## config.mk

```make
export PLATFORM = sky130hd
export DESIGN_NAME = match_result_collector
export DESIGN_NICKNAME = d
export VERILOG_FILES = /design/src/rtl/match_pkg.sv /design/src/rtl/match_result_fifo.sv /design/src/rtl/match_result_collector.sv
export SDC_FILE = /design/constraint.sdc
export NUM_CORES = 1
export LEC_CHECK = 0
export ABC_AREA = 1
export CORE_AREA = 2 2 238 240
export DETAILED_ROUTE_END_ITERATION = 7
export DIE_AREA = 0 0 240 242
export GPL_TIMING_DRIVEN = 0
export PLACE_DENSITY = 0.48
export SLEW_MARGIN = 0
export SYNTH_ARGS = -nofsm -noshare
export SYNTH_HDL_FRONTEND = slang
export SYNTH_HIERARCHICAL = 1
export SYNTH_SLANG_ARGS = --single-unit
export TNS_END_PERCENT = 50
```

## constraint.sdc

```tcl
create_clock -name clk -period 6.38 [get_ports clk]
set_input_delay 1.914 -clock clk [delete_from_list [all_inputs] [get_ports clk]]
set_output_delay 1.914 -clock clk [all_outputs]
set_load 0.01 [all_outputs]
```

## src/rtl/match_pkg.sv

```systemverilog
// Shared widths, FSM state encoding and result record for the match result collector.
package match_pkg;

  localparam int PAGE_W_DEF = 6;
  localparam int POS_W_DEF  = 15;
  localparam int CNT_W_DEF  = 16;
  localparam int DEPTH_DEF  = 16;

  typedef enum logic [1:0] {
    COLLECT = 2'd0,
    DRAIN   = 2'd1,
    REPORT  = 2'd2
  } state_e;

  typedef struct packed {
    logic [PAGE_W_DEF-1:0] page;
    logic [POS_W_DEF-1:0]  position;
  } result_t;

endpackage

```

## src/rtl/match_result_fifo.sv

```systemverilog
// First-word-fall-through FIFO: head word and valid come straight from registered state.
module match_result_fifo #(
  parameter int DEPTH = 16,
  parameter int W     = 21
) (
  input  logic                     clk,
  input  logic                     rst,
  input  logic                     push,
  input  logic [W-1:0]             push_data,
  input  logic                     pop,
  output logic [W-1:0]             head_data,
  output logic                     head_val,
  output logic                     full,
  output logic                     empty,
  output logic                     push_ok,
  output logic [$clog2(DEPTH):0]   level
);

  localparam int AW = $clog2(DEPTH);

  logic [W-1:0]  mem_q [DEPTH];
  logic [AW-1:0] wr_ptr_q;
  logic [AW-1:0] rd_ptr_q;
  logic [AW:0]   count_q;
  logic          do_pop;

  assign empty   = (count_q == '0);
  assign full    = (count_q == (AW+1)'(DEPTH));
  assign do_pop  = pop & ~empty;
  // A full FIFO still takes a word when the head leaves in the same cycle.
  assign push_ok = push & (~full | do_pop);

  always_ff @(posedge clk or posedge rst) begin
    if (rst) begin
      wr_ptr_q <= '0;
      rd_ptr_q <= '0;
      count_q  <= '0;
    end else begin
      if (push_ok) wr_ptr_q <= wr_ptr_q + 1'b1;
      if (do_pop)  rd_ptr_q <= rd_ptr_q + 1'b1;
      count_q <= count_q + (AW+1)'(push_ok) - (AW+1)'(do_pop);
    end
  end

  always_ff @(posedge clk) begin
    if (push_ok) mem_q[wr_ptr_q] <= push_data;
  end

  assign head_data = mem_q[rd_ptr_q];
  assign head_val  = ~empty;
  assign level     = count_q;

endmodule

```

## src/rtl/match_result_collector.sv

```systemverilog
// Tags match positions with the page number, buffers them, and reports the run total.
// Optional MATCH_DEDUP_EN discards a push equal to the last accepted entry of the run.
module match_result_collector
  import match_pkg::*;
#(
  parameter int DEPTH  = DEPTH_DEF,
  parameter int PAGE_W = PAGE_W_DEF,
  parameter int POS_W  = POS_W_DEF,
  parameter int CNT_W  = CNT_W_DEF
) (
  input  logic                      clk,
  input  logic                      rst,
  input  logic [POS_W-1:0]          position,
  input  logic                      position_val,
  input  logic                      done,
  input  logic                      match_end,
  output logic [PAGE_W+POS_W-1:0]   res_data,
  output logic                      res_val,
  input  logic                      res_rdy,
  output logic [CNT_W-1:0]          total_cnt,
  output logic                      total_val,
  output logic                      overflow,
  output logic [$clog2(DEPTH):0]    fifo_level
);

  state_e                    state_q;
  logic [PAGE_W-1:0]         page_q;
  logic [CNT_W-1:0]          total_cnt_q;
  logic [CNT_W-1:0]          total_cnt_d;
  logic                      total_val_q;
  logic                      overflow_q;
  logic [PAGE_W+POS_W-1:0]   entry;
  logic                      dup;
  logic                      push_req;
  logic                      push_ok;
  logic                      fifo_full;
  logic                      fifo_empty;

  assign entry       = {page_q, position};
  assign total_cnt_d = (&total_cnt_q) ? total_cnt_q : total_cnt_q + 1'b1;
  assign push_req    = (state_q == COLLECT) & position_val & ~dup;

`ifdef MATCH_DEDUP_EN
  logic [PAGE_W+POS_W-1:0] last_q;
  logic                    last_val_q;

  assign dup = last_val_q & (last_q == entry);

  always_ff @(posedge clk or posedge rst) begin
    if (rst) begin
      last_q     <= '0;
      last_val_q <= 1'b0;
    end else if (state_q == REPORT) begin
      last_val_q <= 1'b0;
    end else if (push_ok) begin
      last_q     <= entry;
      last_val_q <= 1'b1;
    end
  end
`else
  assign dup = 1'b0;
`endif

  match_result_fifo #(
    .DEPTH (DEPTH),
    .W     (PAGE_W + POS_W)
  ) u_fifo (
    .clk       (clk),
    .rst       (rst),
    .push      (push_req),
    .push_data (entry),
    .pop       (res_rdy),
    .head_data (res_data),
    .head_val  (res_val),
    .full      (fifo_full),
    .empty     (fifo_empty),
    .push_ok   (push_ok),
    .level     (fifo_level)
  );

  always_ff @(posedge clk or posedge rst) begin
    if (rst) begin
      state_q     <= COLLECT;
      page_q      <= '0;
      total_cnt_q <= '0;
      total_val_q <= 1'b0;
      overflow_q  <= 1'b0;
    end else begin
      case (state_q)
        COLLECT: begin
          // Dropped-on-full matches still count: the total reflects matches seen.
          if (push_req) begin
            total_cnt_q <= total_cnt_d;
            if (!push_ok) overflow_q <= 1'b1;
          end
          if (match_end)  state_q <= DRAIN;
          else if (done)  page_q  <= page_q + 1'b1;
        end
        DRAIN: begin
          if (position_val) overflow_q <= 1'b1;
          if (fifo_level == '0) begin
            state_q     <= REPORT;
            total_val_q <= 1'b1;
          end
        end
        REPORT: begin
          if (position_val) overflow_q <= 1'b1;
          total_val_q <= 1'b0;
          total_cnt_q <= '0;
          page_q      <= '0;
          state_q     <= COLLECT;
        end
        default: state_q <= COLLECT;
      endcase
    end
  end

  assign total_cnt = total_cnt_q;
  assign total_val = total_val_q;
  assign overflow  = overflow_q;

endmodule

```

After elaboration in Yosys (flattened, before gate mapping)

Memory sizes are Yosys's and may differ from the RTL's.
Index checks and enable logic that the tools add are counted.

Add/sub/neg operators: 6
Eq/ne operators: 11
Multiplexer cells: 17
Bitwise logic cells: 6
Reductions and logical operators: 12

Operator list:

| kind                                          | number |
|---|---|
| 2-to-1 mux 16 bit                             | 2 |
| case mux 16 bit (2 select lines)              | 1 |
| adder 16 x 1 -> 16 bit, second input constant | 1 |
| AND reduction 16 bit                          | 1 |
| 2-to-1 mux 6 bit                              | 2 |
| case mux 6 bit (2 select lines)               | 1 |
| != test 2 bit, second input constant          | 5 |
| adder 4 x 1 -> 4 bit, second input constant   | 2 |
| adder 6 x 1 -> 6 bit, second input constant   | 1 |
| 2-to-1 mux 1 bit                              | 6 |
| != test 2 x 1 -> 1 bit, second input constant | 3 |
| AND reduction 3 bit                           | 2 |
| nonzero test 2 bit                            | 3 |
| adder 5 x 1 -> 5 bit                          | 1 |
| == test 5 bit, second input constant          | 1 |
| zero test 5 bit                               | 1 |
| subtractor 5 x 1 -> 5 bit                     | 1 |
| 2-to-1 mux 2 bit                              | 2 |
| case mux 1 bit (2 select lines)               | 2 |
| case mux 2 bit (2 select lines)               | 1 |
| AND reduction 2 bit                           | 2 |
| AND reduction 4 bit                           | 1 |
| bitwise AND 1 bit                             | 3 |
| == test 2 x 1 -> 1 bit, second input constant | 1 |
| other kinds (5)                               | 6 |

Register bits after elaboration: 39
Memory bits (writable): 336
Input bits: 21
Word-level logic and storage cells: 61
Memories kept: 1

Memory list:

| memory       | depth | bits a word | read ports | clocked after Yosys merged registers in | wr ports | line                    | text |
|---|---|---|---|---|---|---|---|
| u_fifo.mem_q | 16    | 21          | 1          | 0                                       | 1        | match_result_fifo.sv:21 | `logic [W-1:0] mem_q [DEPTH];` |

Longest topological paths before layout

Word-level depth: 8
Gate-level depth with buffers: 13
Gate-level depth less buffers: 12

By module

The synthesis kept the hierarchy.

By module, submodules not included:

| module                 | instances | cells each | area an instance (um2) | seq. area each (um2) |
|---|---|---|---|---|
| match_result_fifo      | 1         | 1,433      | 14,894.3               | 10,415.0 |
| match_result_collector | 1         | 214        | 1,576.5                | 650.6 |

Worst setup path after synthesis

Ideal clock, no wire load.

Kind: input to register
From: in position_val
To: mem u_fifo.mem_q[12][0] (enable)
Library setup time: 399 ps
Arrival: 3,239 ps
Data required time: 5,981 ps
Slack: 2,743 ps
Cell stages on the path: 5
Path buffers: 1
Cell sequence: nand2_1 -> inv_1 -> nand2_1 -> buf_2 -> nor2_1

Longest elaborated chain between the ends: 4

Ends and longest elaborated chain:

| item                                   | line                         | text |
|---|---|---|
| start: declaration                     | match_result_collector.sv:14 | `input logic position_val,` |
| bitwise AND 1 bit                      | match_result_collector.sv:41 | `assign push_req = (state_q == COLLECT) & position_val & ~dup;` |
| via push_req                           | match_result_collector.sv:34 | `logic push_req;` |
| bitwise AND 1 bit                      | match_result_fifo.sv:31      | `assign push_ok = push & (~full \| do_pop);` |
| 2-to-1 mux 1 bit                       | match_result_fifo.sv:46      | `if (push_ok) mem_q[wr_ptr_q] <= push_data;` |
| 2-to-1 mux 1 bit (implied by the code) | match_result_fifo.sv:46      |  |
| end: declaration                       | match_result_fifo.sv:21      |  |

The timed path passes the listed nets, and every way through them passes these cells.

Worst setup path after layout

From: reg u_fifo.rd_ptr_q[3]
To: out res_data[16]

Longest elaborated chain between the ends: 1

Ends and longest elaborated chain:

| item                      | line                         | text |
|---|---|---|
| start: declaration        | match_result_fifo.sv:23      | `logic [AW-1:0] rd_ptr_q;` |
| start signal: assignment  | match_result_fifo.sv:40      | `if (do_pop) rd_ptr_q <= rd_ptr_q + 1'b1;` |
| memory read (16 x 21 bit) | n/a                          |  |
| end: declaration          | match_result_collector.sv:17 | `output logic [PAGE_W+POS_W-1:0] res_data,` |

Every way passes these cells.

==> flow_metrics.py <==
metrics = {
    "cts": {
        "htreeDepth": 2,
        "clk_pin_slew_ns": 0.05,
        "cts_buffer_depth": 3,
        "cts_root_buf": "clkbuf_16",
        "post_cts_buffers": 0,
        "cts_hold_buf": 0,
        "cts_tree": "done",
        "clk_latency_ns": 0.60,
        "cts_resized": 0,
        "cts_buffers": 45,
        "clock_sinks": 375,
    },
    "global_route": {
        "use_met2": 0.247,
        "overflow": 0,
        "antenna_found_initial": 0,
        "grt_pass1_wl_mm": 66.4,
        "busiest_layer": "met2",
        "grt_use_total": 0.151,
        "met1_usage": 0.206,
        "grt_max_degree": 27,
        "grt_pass1_vias": 11100,
        "met3_usage": 0.0260,
    },
    "placed_design": {
        "hpwl_mm": 29.7,
        "place_ws_ns": 2.06,
        "port_buffers": 65,
        "place_congestion": 0.805,
    },
    "synth": {
        "synth_cells": 1646,
        "syn_avg_cell_area_um2": 10.0,
        "syn-num-nets": 1685,
        "ys.warnings.count": 6,
        "syn_area_mm2": 0.0165,
    },
    "routing": {
        "wirelength_mm": 43.7,
        "final_antenna_net_count": 0,
        "drtPass1Iterations": 7,
        "avgViaCountPerCell": 4.41,
        "wl_per_cell_um": 17.0,
        "drc": 0,
        "vias": 11300,
        "drtIter0Drc": 751,
    },
    "worst_setup_path": {
        "end_kind": "output pin",
        "crit_buf_inv": 4,
        "slowest_stage": "clkdlybuf4s50_1",
        "crit_family": "buffers and inverters",
        "arrival_ns": 2.92,
        "path_common_cell": "nand2_1",
        "reg2reg_slack_ns": 3.62,
        "crit_chain": "clkbuf_1 -> inv_1 -> clkbuf_1 -> nand2_1 -> nor2_1 -> nand2_1 -> nand2_1 -> clkdlybuf4s50_1",
        "critPathLaunchType": "flop",
        "crit_type": "reg -> out",
        "crit_required_ns": 4.47,
        "crit_fanout": 10,
        "cp_slowest_stage_delay_ns": 0.56,
    },
    "outcome": {
        "status": "complete, no violations",
    },
    "final_layout": {
        "n_antenna_cell": 0,
        "final_cell_mix": "nand2_1, edfxtp_1, inv_1, nand3_1, nor2_1",
        "final_nets": 1810,
        "layout_commonest_cell": "nand2_1",
        "syn_to_final_growth_pct": 20.3,
        "layout-drive-gt1-share": 0.0858,
    },
    "pwr": {
        "peakVddDrop_uv": 189,
        "intPower_mw": 5.50,
        "p_seq_frac": 0.347,
        "power.switching_mw": 3.25,
        "leakagePower_nw": 8.11,
        "sw_frac_of_total": 0.372,
        "clkPwrFrac": 0.296,
        "p_comb_frac": 0.357,
        "power_density_mw_per_mm2": 442,
    },
    "floorplanning": {
        "dieHeight_um": 242,
        "num_rows": 87,
        "core_mm2": 0.0557,
        "start_util": 0.295,
        "die_x_um": 240,
        "pin_count": 66,
        "die_area_mm2": 0.0581,
    },
    "sta": {
        "slew_headroom": 0.261,
        "final.period_utilization": 0.758,
        "layout_setup_ws_ns": 1.54,
        "setup_violations": 0,
        "fin_tns_setup_ns": 0,
        "fin_skew_ns": 0.0222,
        "hold_viol_final": 0,
        "worst-slew-pin-transition_ns": 1.11,
        "fmax_ghz": 0.207,
        "period_needed_ns": 4.84,
        "drv_slew": 0,
        "rsz0062_at_grt": "false",
    },
    "run": {
        "maxCapViolations": 0,
    },
    "worst_hold_path": {
        "hp-class": "reg -> reg",
    },
}
-- stage by stage --
step / total power, mW / cells / hold slack (ns) / area (um^2) / util
3_3_place_gp: 6.20 / 2467 / 0.506 / 18100 / 0.324
6_report: 8.75 / 2563 / 0.495 / 19800 / 0.355
3_5_place_dp: 6.26 / 2480 / 0.499 / 18300 / 0.329
5_1_grt: 9.31 / 2563 / 0.516 / 19800 / 0.355
2_1_floorplan: 4.88 / 1646 / 0.493 / 16500 / -
4_1_cts: 8.89 / 2563 / 0.512 / 19800 / 0.355
-- state kept, by name (all words and copies together) (netlist names) --
signal,cells
overflow,1
state_q,2
total_cnt,16
u_fifo/rd_ptr_q,4
u_fifo/level,5
page_q,6
u_fifo/wr_ptr_q,4
total_val,1
u_fifo/mem_q,336
-- power by group through the flow --
stage          clock network (mW)  registers (mW)  logic (mW)
6_report                     2.59            3.04        3.12
5_1_grt                      2.76            3.06        3.48
4_1_cts                      2.66            3.04        3.18
3_5_place_dp                    0            3.09        3.17
3_3_place_gp                    0            3.09        3.11
2_1_floorplan                   0            3.05        1.83
-- final cells by class --
| cell class | instances | area [um^2] |
|---|---|---|
| Sequential cell | 375 | 11100 |
| Inverter | 173 | 649 |
| Clock inverter | 23 | 308 |
| Tap cell | 756 | 946 |
| Timing Repair Buffer | 78 | 855 |
| Clock buffer | 60 | 1180 |
| Buffer | 69 | 344 |
| Fill cell | 5617 | 35900 |
| Multi-Input combinational cell | 1029 | 4460 |
-- final timing paths --
kind,cells after the start,to,start
max,8,res_data[16],u_fifo/rd_ptr_q[3]
min,1,overflow,overflow
max reg2reg,12,u_fifo/level[4],u_fifo/level[3]
min reg2reg,1,overflow,overflow
max in group asynchronous,2,total_cnt[11],rst
min in group asynchronous,2,u_fifo/level[2],rst
-- per-layer routing --
metal	routed length (um)	up-vias
li1	-	5581
met1	20300	5427
met2	20600	227
met3	1840	56
met4	917	0
met5	0	-
(Power assumes the default switching activity.)
